[src/rtl/multi_reg_sequencer_pkg.sv]
// Shared definitions for the LM/SM multi-register sequencer.
// Holds the state encoding, the default address width and the IITB-RISC opcodes
// that decode uses to raise start/is_store.
package multi_reg_sequencer_pkg;

    localparam int unsigned ADDR_W_DEFAULT = 16;

    localparam logic [1:0] ST_IDLE  = 2'd0;
    localparam logic [1:0] ST_ISSUE = 2'd1;
    localparam logic [1:0] ST_DONE  = 2'd2;

    typedef enum logic [1:0] {
        StIdle  = ST_IDLE,
        StIssue = ST_ISSUE,
        StDone  = ST_DONE
    } state_e;

    // IITB-RISC major opcodes (instruction bits [15:12])
    localparam logic [3:0] OPC_LM = 4'b0110;
    localparam logic [3:0] OPC_SM = 4'b0111;

    // Decode helpers: start = is_multi_reg_op(op), is_store = opcode_is_store(op)
    function automatic logic is_multi_reg_op(input logic [3:0] opcode);
        return (opcode == OPC_LM) || (opcode == OPC_SM);
    endfunction

    function automatic logic opcode_is_store(input logic [3:0] opcode);
        return opcode == OPC_SM;
    endfunction

endpackage

[src/rtl/prio_enc_lsb.sv]
// Lowest-set-bit priority encoder (purely combinational).
// Ports:
//   mask      in   NREG   bit vector to search
//   idx       out  IDX_W  index of the lowest set bit (0 when mask is empty)
//   any       out  1      mask has at least one bit set
//   clr_mask  out  NREG   mask with its lowest set bit cleared
module prio_enc_lsb #(
    parameter int unsigned NREG  = 8,
    parameter int unsigned IDX_W = 3
) (
    input  logic [NREG-1:0]  mask,
    output logic [IDX_W-1:0] idx,
    output logic             any,
    output logic [NREG-1:0]  clr_mask
);

    logic [NREG-1:0] onehot;

    // Scan high to low so the last hit (lowest index) wins.
    always_comb begin
        idx = '0;
        for (int i = int'(NREG) - 1; i >= 0; i--) begin
            if (mask[i]) begin
                idx = IDX_W'(i);
            end
        end
    end

    assign any      = |mask;
    assign onehot   = mask & (~mask + NREG'(1));
    assign clr_mask = mask & ~onehot;

endmodule

[src/rtl/multi_reg_sequencer.sv]
// LM/SM micro-op sequencer. Latches a register mask and base address on start,
// then issues one index/address micro-op per set bit (R0 first) over a
// valid/ready handshake, holding fetch stalled until the list is exhausted and
// pulsing done once at the end. flush aborts at any point without done.
// Optional feature macro: MULTI_REG_BASE_WB_EN adds wb_valid/wb_addr, the
// post-increment base address (base + popcount(list)) reported alongside done.
// Ports:
//   clk, reset         clock and synchronous active-high reset
//   start, is_store    sequence request and direction (sampled in IDLE)
//   reg_list, base_addr register mask and start address (sampled with start)
//   flush              abort to IDLE
//   uop_ready          downstream accepts current micro-op
//   uop_valid/idx/addr/is_store/last  micro-op presented downstream
//   busy, stall_fetch, done           sequence status
//   wb_valid, wb_addr  (macro only) base-register write-back
module multi_reg_sequencer
    import multi_reg_sequencer_pkg::*;
#(
    parameter int unsigned ADDR_W = ADDR_W_DEFAULT,
    parameter int unsigned NREG   = 8,
    parameter int unsigned IDX_W  = 3
) (
    input  logic              clk,
    input  logic              reset,
    input  logic              start,
    input  logic              is_store,
    input  logic [NREG-1:0]   reg_list,
    input  logic [ADDR_W-1:0] base_addr,
    input  logic              flush,
    input  logic              uop_ready,
    output logic              uop_valid,
    output logic [IDX_W-1:0]  uop_idx,
    output logic [ADDR_W-1:0] uop_addr,
    output logic              uop_is_store,
    output logic              uop_last,
    output logic              busy,
    output logic              stall_fetch,
    output logic              done
`ifdef MULTI_REG_BASE_WB_EN
    ,
    output logic              wb_valid,
    output logic [ADDR_W-1:0] wb_addr
`endif
);

    state_e            state_q, state_d;
    logic [NREG-1:0]   mask_q, mask_d;
    logic [ADDR_W-1:0] addr_q, addr_d;
    logic              is_store_q, is_store_d;

    logic [IDX_W-1:0]  enc_idx;
    logic              enc_any;
    logic [NREG-1:0]   enc_clr;

    prio_enc_lsb #(
        .NREG  (NREG),
        .IDX_W (IDX_W)
    ) u_prio_enc (
        .mask     (mask_q),
        .idx      (enc_idx),
        .any      (enc_any),
        .clr_mask (enc_clr)
    );

`ifdef MULTI_REG_BASE_WB_EN
    logic [ADDR_W-1:0] wb_addr_q, wb_addr_d;
    logic [ADDR_W-1:0] list_pop;

    always_comb begin
        list_pop = '0;
        for (int i = 0; i < int'(NREG); i++) begin
            list_pop = list_pop + ADDR_W'(reg_list[i]);
        end
    end
`endif

    always_comb begin
        state_d      = state_q;
        mask_d       = mask_q;
        addr_d       = addr_q;
        is_store_d   = is_store_q;
`ifdef MULTI_REG_BASE_WB_EN
        wb_addr_d    = wb_addr_q;
`endif
        uop_valid    = 1'b0;
        uop_idx      = '0;
        uop_addr     = '0;
        uop_is_store = 1'b0;
        uop_last     = 1'b0;

        case (state_q)
            StIdle: begin
                if (start) begin
                    mask_d     = reg_list;
                    addr_d     = base_addr;
                    is_store_d = is_store;
`ifdef MULTI_REG_BASE_WB_EN
                    wb_addr_d  = base_addr + list_pop;
`endif
                    state_d    = (reg_list == '0) ? StDone : StIssue;
                end
            end
            StIssue: begin
                uop_valid    = enc_any;
                uop_idx      = enc_idx;
                uop_addr     = addr_q;
                uop_is_store = is_store_q;
                // Last when removing the lowest bit leaves nothing behind.
                uop_last     = enc_any && (enc_clr == '0);
                if (uop_valid && uop_ready) begin
                    mask_d = enc_clr;
                    addr_d = addr_q + ADDR_W'(1);
                    if (uop_last) begin
                        state_d = StDone;
                    end
                end
            end
            StDone: begin
                state_d = StIdle;
            end
            default: begin
                state_d = StIdle;
            end
        endcase

        // flush overrides start and any accepting handshake this cycle.
        if (flush) begin
            state_d = StIdle;
            mask_d  = '0;
        end
    end

    always_ff @(posedge clk) begin
        if (reset) begin
            state_q    <= StIdle;
            mask_q     <= '0;
            addr_q     <= '0;
            is_store_q <= 1'b0;
        end else begin
            state_q    <= state_d;
            mask_q     <= mask_d;
            addr_q     <= addr_d;
            is_store_q <= is_store_d;
        end
    end

`ifdef MULTI_REG_BASE_WB_EN
    always_ff @(posedge clk) begin
        if (reset) begin
            wb_addr_q <= '0;
        end else begin
            wb_addr_q <= wb_addr_d;
        end
    end

    assign wb_valid = (state_q == StDone);
    assign wb_addr  = wb_addr_q;
`endif

    assign done        = (state_q == StDone);
    assign busy        = (state_q == StIssue) || (state_q == StDone);
    assign stall_fetch = busy || (start && (state_q == StIdle));

endmodule
[config.mk]
export PLATFORM = sky130hd
export DESIGN_NAME = multi_reg_sequencer
export DESIGN_NICKNAME = d
export VERILOG_FILES = /design/src/rtl/multi_reg_sequencer_pkg.sv /design/src/rtl/prio_enc_lsb.sv /design/src/rtl/multi_reg_sequencer.sv
export SDC_FILE = /design/constraint.sdc
export NUM_CORES = 1
export LEC_CHECK = 0
export ABC_AREA = 1
export CORE_MARGIN = 5
export CORE_UTILIZATION = 48
export DETAILED_ROUTE_END_ITERATION = 10
export GPL_TIMING_DRIVEN = 1
export PLACE_DENSITY = 0.81
export SLEW_MARGIN = 25
export SYNTH_ARGS = -nofsm -noshare
export SYNTH_HDL_FRONTEND = slang
export SYNTH_SLANG_ARGS = --single-unit
[constraint.sdc]
create_clock -name clk -period 1.9 [get_ports clk]
set_input_delay 0.475 -clock clk [delete_from_list [all_inputs] [get_ports clk]]
set_output_delay 0.475 -clock clk [all_outputs]
set_load 0.005 [all_outputs]
==> flow_summary.json <==
{
  "vdd_ir_drop_max_v": 0.000571,
  "final_cell_area_um2": 3000,
  "power_w": 0.00209,
  "grt_max_degree": 23,
  "totalWireLength_mm": 6.89,
  "cp-endpoint": "uop_last",
  "core_um2": 3740,
  "cap_viol_max_count": 0,
  "rsz0062_at_grt": "true",
  "final_util_pct": 80.0,
  "via_per_inst": 5.42,
  "final_cell_mix": "nand2_1 (84), inv_1 (41), nor2_1 (31), buf_4 (31), clkdlybuf4s50_1 (28)",
  "avgSynthCellArea_um2": 5.86,
  "p_leak_nw": 1.54,
  "final-setup-viol-count": 3,
  "p_sw_w": 0.000812,
  "syn_area_um2": 1890,
  "required_ps": 1420,
  "insertion_delay_ps": 280,
  "cp-startpoint": "mask_q[2]",
  "rows": 22,
  "syn2layout_area_growth_pct": 58.8,
  "numCtsBuffers": 3,
  "first_pass_iters": 7,
  "numPortBuffers": 54,
  "critPathCaptureType": "output pin",
  "cts-root-buf": "clkbuf_8",
  "cts_tree": "built",
  "p_int_w": 0.00128,
  "comb_power_share_pct": 48.1,
  "cp_slowest_stage_delay_ps": 350,
  "cts_buffer_depth": 2,
  "grt_util_all_layers_pct": 22.2,
  "slowest_stage": "dfxtp_2",
  "die_area_um2": 5280,
  "r2r_cells": 11,
  "via_count": 2504,
  "slew_viol_final": 0,
  "drive_gt1_share_pct": 27.8,
  "pwr-share-seq_pct": 35.2,
  "syn-num-nets": 356,
  "grt_pass1_vias": 2273,
  "clock_power_share_pct": 16.7,
  "drt_iter0_drc": 278,
  "clk_pin_slew_ps": 100,
  "grt_pass1_wl_mm": 9.61,
  "reg2reg_to": "mask_q[3]",
  "min_period_ps": 2240,
  "start_kind": "register",
  "min_period_over_period_pct": 118,
  "switching_share_pct": 38.8,
  "fp.dieH_um": 72.7,
  "crit_type": "reg -> out",
  "syn_inst": 322,
  "worstHoldPathType": "reg -> reg",
  "ant_nets": 0,
  "worst_slack_ps": -341,
  "final_common_cell": "nand2_1",
  "reg2reg_setup_slack_ps": -20,
  "reg2reg_from": "state_q[1]",
  "routedWlPerCell_um": 14.9,
  "hold_violations": 0,
  "critPathMaxFanout": 6,
  "initial_utilization_pct": 50.4,
  "yosysUniqueCellTypes": 30,
  "route.detailed.drc": 0,
  "dpl_cell_area_um2": 2670,
  "io_pins": 55,
  "cts_htree_levels": 1,
  "die_x_um": 72.7,
  "clock_sinks": 27,
  "grt-ovfl-total": 0,
  "finalClockSkew_ps": 1.64,
  "worst-slew-pin-transition_ps": 480,
  "slew_headroom_pct": 67.7,
  "min_from": "addr_q[1]",
  "num_antenna_cells": 0,
  "violations": "negative setup slack",
  "gp_congestion": 0.988,
  "synth-seq-area-share_pct": 28.6,
  "final_nets": 449,
  "status": "finished, violations left",
  "fmax_mhz": 446,
  "fillers": 257,
  "synth_seq_cells": 27,
  "yosysWarnings": 0,
  "post-dp-hpwl_mm": 4.16,
  "dpl.cell_count": 446,
  "cp.arrival_ps": 1770,
  "crit_chain": "nor2_4, nand2_4, o21ai_1, o21ai_0, inv_1, nand2_1, nor2_1, buf_2",
  "fin_cells": 462,
  "antenna_found_initial": 0,
  "cellPowerDensity_nw_per_um2": 698
}
==> area by class of cell <==
| type | instances | area, um2 | area share, % |
|---|---|---|---|
| repair buffers | 100 | 907 | 30.3 |
| clock buffers | 3 | 41.3 | 1.38 |
| inverters | 48 | 188 | 6.27 |
| clock inverters | 1 | 7.51 | 0.251 |
| multi-input cells | 235 | 1240 | 41.4 |
| well taps | 48 | 60.1 | 2.01 |
| flip-flops and latches | 27 | 553 | 18.5 |
==> what timing repair did <==
action                     in CTS  in global routing
buffers inserted                5                  9
cloned                          0                  3
setup endpoints to repair      47                 44
resized for setup              68                 80
pin swaps                       7                 12
hold buffers                    0                  0
==> worst min path at each step <==
stage / endpoint / depth (start not counted)
finish: addr_q[1] / 2
global route: addr_q[0] / 2
CTS: is_store_q / 2
detailed placement: is_store_q / 2
global placement: is_store_q / 2
floorplan: is_store_q / 2
==> through the flow <==
step           hold WS (ps)  setup TNS (ps)  worst slack, ps
2_1_floorplan           453               0             57.1
3_3_place_gp            466           -3250             -298
3_5_place_dp            488           -3490             -319
4_1_cts                 507            -501             -239
5_1_grt                 540            -746             -459
6_report                518            -378             -341
==> sequential cells by signal, summed over array words and instances, names as in the netlist <==
| signal | count |
|---|---|
| addr_q | 16 |
| is_store_q | 1 |
| state_q | 2 |
| mask_q | 8 |
==> synthesized netlist by cell type <==
cell type	count	share of area (%)
nor2_2	2	0.66
dfxtp_1	27	29
o21ai_2	1	0.46
a31oi_1	1	0.33
clkbuf_1	6	1.2
nand3_1	18	4.8
nand4_1	5	1.7
a211oi_2	1	0.66
nand2_2	1	0.33
or2_2	1	0.33
a211oi_1	2	0.80
and2_1	1	0.33
inv_1	47	9.4
a21oi_1	23	6.1
o21ai_0	29	7.7
inv_2	1	0.20
a22oi_1	1	0.40
buf_2	1	0.26
buf_1	2	0.40
nor2_1	38	7.6
o211ai_1	1	0.40
nand3_2	1	0.53
nor4_1	3	0.99
o21bai_1	1	0.40
o31ai_1	2	0.80
nand2_1	92	18
nor3b_1	1	0.40
ha_1	4	2.7
buf_6	3	1.8
nor3_1	6	1.6
==> power by group through the flow <==
stage / Clock (W) / Combinational [W] / Sequential (W)
2_1_floorplan: 0 / 0.000441 / 0.000716
3_3_place_gp: 0 / 0.000742 / 0.000728
3_5_place_dp: 0 / 0.000749 / 0.000731
4_1_cts: 0.000345 / 0.000796 / 0.000727
5_1_grt: 0.000369 / 0.00109 / 0.000752
6_report: 0.000350 / 0.00101 / 0.000736
==> metal layers <==
metal	wire [um]	GRT usage (%)	vias to the layer above
li1	-	-	1211
met1	2740	27.5	1146
met2	3450	39.8	127
met3	503	3.99	20
met4	196	4.92	0
met5	0	0	-
==> critical path, delay by kind of cell, from the launching register on <==
family | cells | cell delay (ps)
AO/OA/AOI/OAI | 2 | 420
AND/OR/NAND/NOR | 4 | 470
buffers and inverters | 2 | 240
flip-flops | 1 | 350
==> cells by family (layout without fill, tap and decap cells) <==
kind of cell	after synthesis	in the layout	share of synthesized area, %
AOI/OAI and AO/OA	62	62	18.0
adders and majority gates	4	4	2.65
buffers and inverters	60	152	13.2
DFF	27	27	28.6
and+or+nand+nor	169	169	37.5
Note: power is estimated with default switching activity, not from simulation.
